`config.mk`:
```
export PLATFORM = sky130hd
export DESIGN_NAME = uart_arb_flat
export DESIGN_NICKNAME = d
export VERILOG_FILES = /design/src/rtl/uart_pkg.sv /design/src/rtl/uart_arb_if.sv /design/src/rtl/rr_pick.sv /design/src/rtl/uart_arb.sv /design/src/flat_wrapper.sv
export SDC_FILE = /design/constraint.sdc
export NUM_CORES = 1
export LEC_CHECK = 0
export ABC_AREA = 1
export ABC_CLOCK_PERIOD_IN_PS = 3450
export CORE_MARGIN = 2
export CORE_UTILIZATION = 48
export CTS_CLUSTER_SIZE = 30
export DETAILED_ROUTE_END_ITERATION = 12
export PLACE_DENSITY = 0.85
export SYNTH_ARGS = -nofsm -noshare
export SYNTH_HDL_FRONTEND = slang
export SYNTH_SLANG_ARGS = --single-unit
```
`constraint.sdc`:
```
create_clock -name clk -period 3.45 [get_ports clk]
set_input_delay 1.035 -clock clk [delete_from_list [all_inputs] [get_ports clk]]
set_output_delay 1.035 -clock clk [all_outputs]
set_load 0.02 [all_outputs]
```
`src/rtl/uart_pkg.sv`:
```
// Shared definitions for the UART transmit arbiter: FSM state encoding,
// byte width and default stall timeout.
package uart_pkg;

   localparam int unsigned BYTE_W      = 8;
   localparam int unsigned TMO_DEFAULT = 65535;
   localparam int unsigned CNT_W       = 17;

   typedef enum logic [1:0] {
      IDLE,
      SEND,
      BUSY
   } state_t;

endpackage

```
`src/rtl/uart_arb_if.sv`:
```
// Per-port transmit request bundle: valid/data/last offered by the
// requesters, ready returned by the arbiter.
interface uart_arb_if #(
   parameter int unsigned N = 4
);
   import uart_pkg::*;

   logic [N-1:0]          req_valid;
   logic [BYTE_W*N-1:0]   req_data;
   logic [N-1:0]          req_last;
   logic [N-1:0]          req_ready;

   modport master (
      output req_valid, req_data, req_last,
      input  req_ready
   );

   modport slave (
      input  req_valid, req_data, req_last,
      output req_ready
   );

endinterface

```
`src/rtl/rr_pick.sv`:
```
// Round-robin picker: first set request searching upward from start+1,
// wrapping at N-1; grant is one-hot, idx its position.
module rr_pick #(
   parameter int unsigned N = 4
) (
   input  logic [N-1:0] req,
   input  logic [2:0]   start,
   input  logic         en,
   output logic [N-1:0] grant,
   output logic [2:0]   idx,
   output logic         any
);

   always_comb begin
      int unsigned  p;
      logic [N-1:0] cand;
      grant = '0;
      idx   = start;
      any   = 1'b0;
      p     = 0;
      cand  = '0;
      // k = N wraps back to start itself, which the locked case relies on
      for (int unsigned k = 1; k <= N; k++) begin
         p    = (32'(start) + k) % N;
         cand = N'(1) << p;
         if (en && !any && ((req & cand) != '0)) begin
            grant = cand;
            idx   = 3'(p);
            any   = 1'b1;
         end
      end
   end

endmodule

```
`src/rtl/uart_arb.sv`:
```
// Arbitrates N byte requesters onto one UART transmitter with packet
// locking, and fans received bytes out to the enabled ports.
module uart_arb
   import uart_pkg::*;
#(
   parameter int unsigned N   = 4,
   parameter int unsigned TMO = TMO_DEFAULT
) (
   input  logic              clk,
   input  logic              nreset,
   uart_arb_if.slave         req,
   input  logic [N-1:0]      rx_en,
   output logic [N-1:0]      rx_valid,
   output logic [BYTE_W-1:0] rx_data,
   output logic [BYTE_W-1:0] od,
   output logic              dox,
   input  logic              wip,
   input  logic [BYTE_W-1:0] id,
   input  logic              dix,
   output logic [2:0]        owner,
   output logic              locked,
   output logic              stall
);

   state_t             state;
   logic [CNT_W-1:0]   cnt;
   logic [N-1:0]       elig;
   logic [N-1:0]       grant;
   logic [2:0]         pick_idx;
   logic               pick_any;
   logic [BYTE_W-1:0]  sel_data;
   logic               sel_last;

   // While a packet is locked only the owner may be offered to the picker
   assign elig = locked ? (req.req_valid & (N'(1) << owner)) : req.req_valid;

   rr_pick #(.N(N)) u_pick (
      .req   (elig),
      .start (owner),
      .en    ((state == IDLE) && !wip),
      .grant (grant),
      .idx   (pick_idx),
      .any   (pick_any)
   );

   always_comb begin
      sel_data = '0;
      sel_last = 1'b0;
      for (int unsigned i = 0; i < N; i++) begin
         if (grant[i]) begin
            sel_data = req.req_data[BYTE_W*i +: BYTE_W];
            sel_last = req.req_last[i];
         end
      end
   end

   assign req.req_ready = grant;
   assign dox           = (state == SEND);
   assign stall         = (state == SEND) && (cnt >= CNT_W'(TMO));

   always_ff @(posedge clk or negedge nreset) begin
      if (!nreset) begin
         state    <= IDLE;
         od       <= '0;
         owner    <= 3'(N-1);
         locked   <= 1'b0;
         cnt      <= '0;
         rx_valid <= '0;
         rx_data  <= '0;
      end else begin
         rx_valid <= dix ? rx_en : '0;
         if (dix) rx_data <= id;
         unique case (state)
            IDLE: begin
               if (pick_any) begin
                  od     <= sel_data;
                  owner  <= pick_idx;
                  locked <= !sel_last;
                  // first SEND cycle already counts as one
                  cnt    <= CNT_W'(1);
                  state  <= SEND;
               end
            end
            SEND: begin
               if (wip) begin
                  state <= BUSY;
                  cnt   <= '0;
               end else if (cnt != '1) begin
                  cnt <= cnt + CNT_W'(1);
               end
            end
            BUSY: begin
               if (!wip) state <= IDLE;
            end
            default: state <= IDLE;
         endcase
      end
   end

endmodule

```
`src/flat_wrapper.sv`:
```
// flat-port wrapper written by rule: the top's interface ports become plain ports
module uart_arb_flat import uart_pkg::*;
#(
   parameter int unsigned N   = 4,
   parameter int unsigned TMO = TMO_DEFAULT
)
  (clk, nreset, rx_en, rx_valid, rx_data, od, dox, wip, id, dix, owner, locked, stall, req_req_valid, req_req_data, req_req_last, req_req_ready);
  uart_arb_if #(.N(N)) req_i ();
  input  logic clk;
  input  logic nreset;
  input  logic [N-1:0] rx_en;
  output logic [N-1:0] rx_valid;
  output logic [BYTE_W-1:0] rx_data;
  output logic [BYTE_W-1:0] od;
  output logic dox;
  input  logic wip;
  input  logic [BYTE_W-1:0] id;
  input  logic dix;
  output logic [2:0] owner;
  output logic locked;
  output logic stall;
  input wire logic [$bits(req_i.req_valid)-1:0] req_req_valid;
  input wire logic [$bits(req_i.req_data)-1:0] req_req_data;
  input wire logic [$bits(req_i.req_last)-1:0] req_req_last;
  output wire logic [$bits(req_i.req_ready)-1:0] req_req_ready;
  assign req_i.req_valid = req_req_valid;
  assign req_i.req_data = req_req_data;
  assign req_i.req_last = req_req_last;
  assign req_req_ready = req_i.req_ready;
  uart_arb #(.N(N), .TMO(TMO)) u_core (.clk(clk), .nreset(nreset), .req(req_i), .rx_en(rx_en), .rx_valid(rx_valid), .rx_data(rx_data), .od(od), .dox(dox), .wip(wip), .id(id), .dix(dix), .owner(owner), .locked(locked), .stall(stall));
endmodule
```
==> out/metrics.yaml <==
place_hpwl_um: 5870
drive_above_1_share_pct: 19.8
cap_violations: 0
synth_nets: 455
layout.cells.most_common: "sky130_fd_sc_hd__nand2_1"
hold_vio_cnt_final: 0
nNetsFinal: 577
reg2regPathDepth: 18
vias_per_cell: 5.05
synth.yosys.warnings: 0
synth_top_family_by_area: "simple AND/OR/NAND/NOR gates"
first_global_vias: 2762
postSynthRegisterBits: 42
final.period_utilization_pct: 97.4
initialDrtViolationCount: 89
worstHoldEndpoint: "u_core.od[1]$_DFFE_PN0P_"
post-synth-top-area-fraction_pct: 35.1
die_height_um: 81.1
chipWidth_um: 81.1
worst-slew-pin-transition_ps: 900
placeableCoreArea_um2: 5820
cts_root_buf: "sky130_fd_sc_hd__clkbuf_8"
timing.critical_path.fanout_max: 5
start_util_pct: 49.0
power.ir.vdd_worst_mv: 0.470
fmax_mhz: 298
postLayoutSetupSlackWorst_ps: 90.2
leakagePower_uw: 0.00195
post_synth_inst_count: 388
criticalPathCategory: "in -> out"
worst_min_path_class: "reg -> reg"
clk_pin_slew_ps: 70
rrSetupSlack_ps: 770
ctsHoldBuffers: 0
synth_xor_xnor_area_share_pct: 2.46
number_of_stages_on_the_worst_hold_path: 2
detail_route.wirelength_um: 7760
synthesized_area_fraction_occupied_by_ao_oa_aoi_and_oai_cells_pct: 8.95
synth.largest_area_cell: "sky130_fd_sc_hd__dfrtp_1"
rows: 28
total_power_consumption_of_the_routed_design_uw: 3100
synthesized_area_fraction_occupied_by_and_or_nand_nor_cells_pct: 35.1
syn_avg_cell_area_um2: 7.35
first_pass_grt_wire_length_um: 12100
finalWorstPathRequiredPeriod_ps: 3360
route.vias.total: 2961
maxSlewHeadroom_pct: 40.0
crit_path_end_kind: "output port"
clock_insertion_delay_worst_skew_ps: 300
clock_skew_ps: 3.89
post_synth_fa_ha_maj_area_fraction_pct: 4.83
cts_max_level: 2
dp_slack_ps: -641
cts.sinks: 42
detail_route.wl_per_cell_um: 13.2
status: "finished, final reports clean"
worst_setup_path_start_kind: "primary input"
boundaryPins: 86
post_synth_instance_area_um2: 2850
track_usage_pct: 23.9
fp.dieArea_um2: 6570
timing.final.max_slew_violations: 0
yosys.cell_types.count: 32
tritoncts: "done"
cellPowerDensity_nw_per_um2: 737
number_of_buffers_created_by_cts: 5
final_cell_mix: "sky130_fd_sc_hd__nand2_1 (98), sky130_fd_sc_hd__clkdlybuf4s50_1 (73), sky130_fd_sc_hd__inv_1 (41), sky130_fd_sc_hd__buf_4 (41), sky130_fd_sc_hd__dfrtp_1 (40)"
ys_top_cells_by_area: "sky130_fd_sc_hd__dfrtp_1 (35%), sky130_fd_sc_hd__nand2_1 (14%), sky130_fd_sc_hd__nand3_1 (7.7%)"
dr.pass1.iters: 4
antenna_found_initial: 0
holdCritStartpoint: "u_core.od[1]$_DFFE_PN0P_"
synthMuxAreaShare_pct: 3.16
cp.required_ps: 2410
synth_seq_area_share_pct: 36.9
antennaDiodeCount: 0
drt.antenna.violating_nets: 0
crit_arrival_ps: 2320
reg2reg_to: "u_core.locked$_DFFE_PN0P_"
syn2layout_area_growth_pct: 47.7
gr-total-overflow: 0
routabilityCongestion: 0.914
drc: 0
maximum_number_of_pins_on_one_net_before_global_route_repair: 43
port_buffers: 84
clk_path_buf_depth: 2
reg2reg_from: "u_core.owner[0]$_DFFE_PN1P_"
timing.final.setup_violations: 0
metrics by stage:
| step | area (um^2) | cells | util, % | hold slack [ps] | setup TNS (ps) |
|---|---|---|---|---|---|
| after floorplan | 2850 | 388 | - | 456 | 0 |
| after global placement | 4000 | 575 | 68.7 | 473 | -2320 |
| after detailed placement | 4000 | 575 | 68.7 | 492 | -2460 |
| after CTS | 4110 | 584 | 70.7 | 506 | 0 |
| after global routing | 4210 | 586 | 72.4 | 522 | -37.7 |
| final | 4210 | 586 | 72.4 | 502 | 0 |
kinds of logic (layout without fill, tap and decap cells):
family                     Yosys count  count (layout)
and+or+nand+nor                    213             213
buffers and inverters               56             179
AOI/OAI and AO/OA                   49              49
DFF                                 42              42
adders and majority gates           11              11
xor gates and xnor gates             8               8
muxes                                8               8
other                                1               1
worst max path at each step:
stage,from,endpoint,cells after the start
after global routing,u_core.owner[0]$_DFFE_PN1P_,req_req_ready[1],14
final,req_req_valid[1],req_req_ready[0],12
after detailed placement,req_req_valid[3],req_req_ready[0],11
after global placement,req_req_valid[2],req_req_ready[0],11
after floorplan,u_core.owner[0]$_DFFE_PN1P_,req_req_ready[3],12
after CTS,wip,req_req_ready[3],10
report_power, final:
part	internal, uW	switching, uW	total, uW	leakage (uW)
clock network	216	160	376	0.0000524
logic	864	1170	2040	0.00136
registers	611	80.3	691	0.000536
total	1690	1410	3100	0.00195
area by class of cell:
type	count	area [um^2]
repair buffers	124	1140
multi-input cells	290	1640
inverters	47	176
clock buffers	7	76.3
flip-flops and latches	42	1050
well taps	75	93.8
fillers	473	1600
clock inverters	1	30.0
synthesized netlist by cell type:
| cell type | number |
|---|---|
| sky130_fd_sc_hd__a21oi_1 | 26 |
| sky130_fd_sc_hd__a22o_1 | 2 |
| sky130_fd_sc_hd__buf_1 | 1 |
| sky130_fd_sc_hd__buf_2 | 2 |
| sky130_fd_sc_hd__buf_4 | 1 |
| sky130_fd_sc_hd__buf_6 | 3 |
| sky130_fd_sc_hd__clkbuf_1 | 2 |
| sky130_fd_sc_hd__conb_1 | 1 |
| sky130_fd_sc_hd__dfrtp_1 | 40 |
| sky130_fd_sc_hd__dfstp_2 | 2 |
| sky130_fd_sc_hd__ha_1 | 11 |
| sky130_fd_sc_hd__inv_1 | 43 |
| sky130_fd_sc_hd__inv_2 | 4 |
| sky130_fd_sc_hd__mux2_2 | 8 |
| sky130_fd_sc_hd__nand2_1 | 103 |
| sky130_fd_sc_hd__nand2_2 | 7 |
| sky130_fd_sc_hd__nand3_1 | 44 |
| sky130_fd_sc_hd__nand3_2 | 2 |
| sky130_fd_sc_hd__nand3_4 | 1 |
| sky130_fd_sc_hd__nand3b_1 | 1 |
| sky130_fd_sc_hd__nand4_1 | 2 |
| sky130_fd_sc_hd__nand4_2 | 1 |
| sky130_fd_sc_hd__nor2_1 | 24 |
| sky130_fd_sc_hd__nor2_2 | 5 |
| sky130_fd_sc_hd__nor2_4 | 4 |
| sky130_fd_sc_hd__nor2_8 | 1 |
| sky130_fd_sc_hd__nor3_1 | 15 |
| sky130_fd_sc_hd__nor3b_1 | 1 |
| sky130_fd_sc_hd__nor4_1 | 2 |
| sky130_fd_sc_hd__o21ai_0 | 20 |
| sky130_fd_sc_hd__o31ai_1 | 1 |
| sky130_fd_sc_hd__xor2_1 | 8 |
flip-flops by register name, summed over array words and instances (netlist names):
signal	cells
u_core.state	2
u_core.rx_data	8
u_core.owner	2
u_core.rx_valid	4
u_core.od	8
u_core.cnt	17
u_core.locked	1
what timing repair did:
action                                  CTS  global route
setup buffers                             1             2
pin swaps                                 4             9
endpoints found under the setup margin    5             4
gates resized for setup                  30            24
endpoints found under the hold margin     0             0
per-layer routing:
layer / share of wire, % / global-route usage [%] / up-vias
met4: 2.5 / 9.49 / 0
met3: 5.7 / 3.11 / 19
met5: 0 / 0 / -
li1: - / - / 1503
met2: 50 / 43.6 / 97
met1: 41 / 28.3 / 1342
critical path: stages:
cell and delay, ps:
sky130_fd_sc_hd__clkdlybuf4s15_1 240, sky130_fd_sc_hd__nand3_2 150, sky130_fd_sc_hd__nand2_4 70, sky130_fd_sc_hd__nor2_8 140, sky130_fd_sc_hd__buf_4 130, sky130_fd_sc_hd__nand3_4 90
sky130_fd_sc_hd__nand2_1 90, sky130_fd_sc_hd__nand2_1 60, sky130_fd_sc_hd__nand2_1 50, sky130_fd_sc_hd__nand2_1 50, sky130_fd_sc_hd__nand2_2 70, sky130_fd_sc_hd__buf_4 140
No activity file was read; power rests on OpenSTA's default activity.
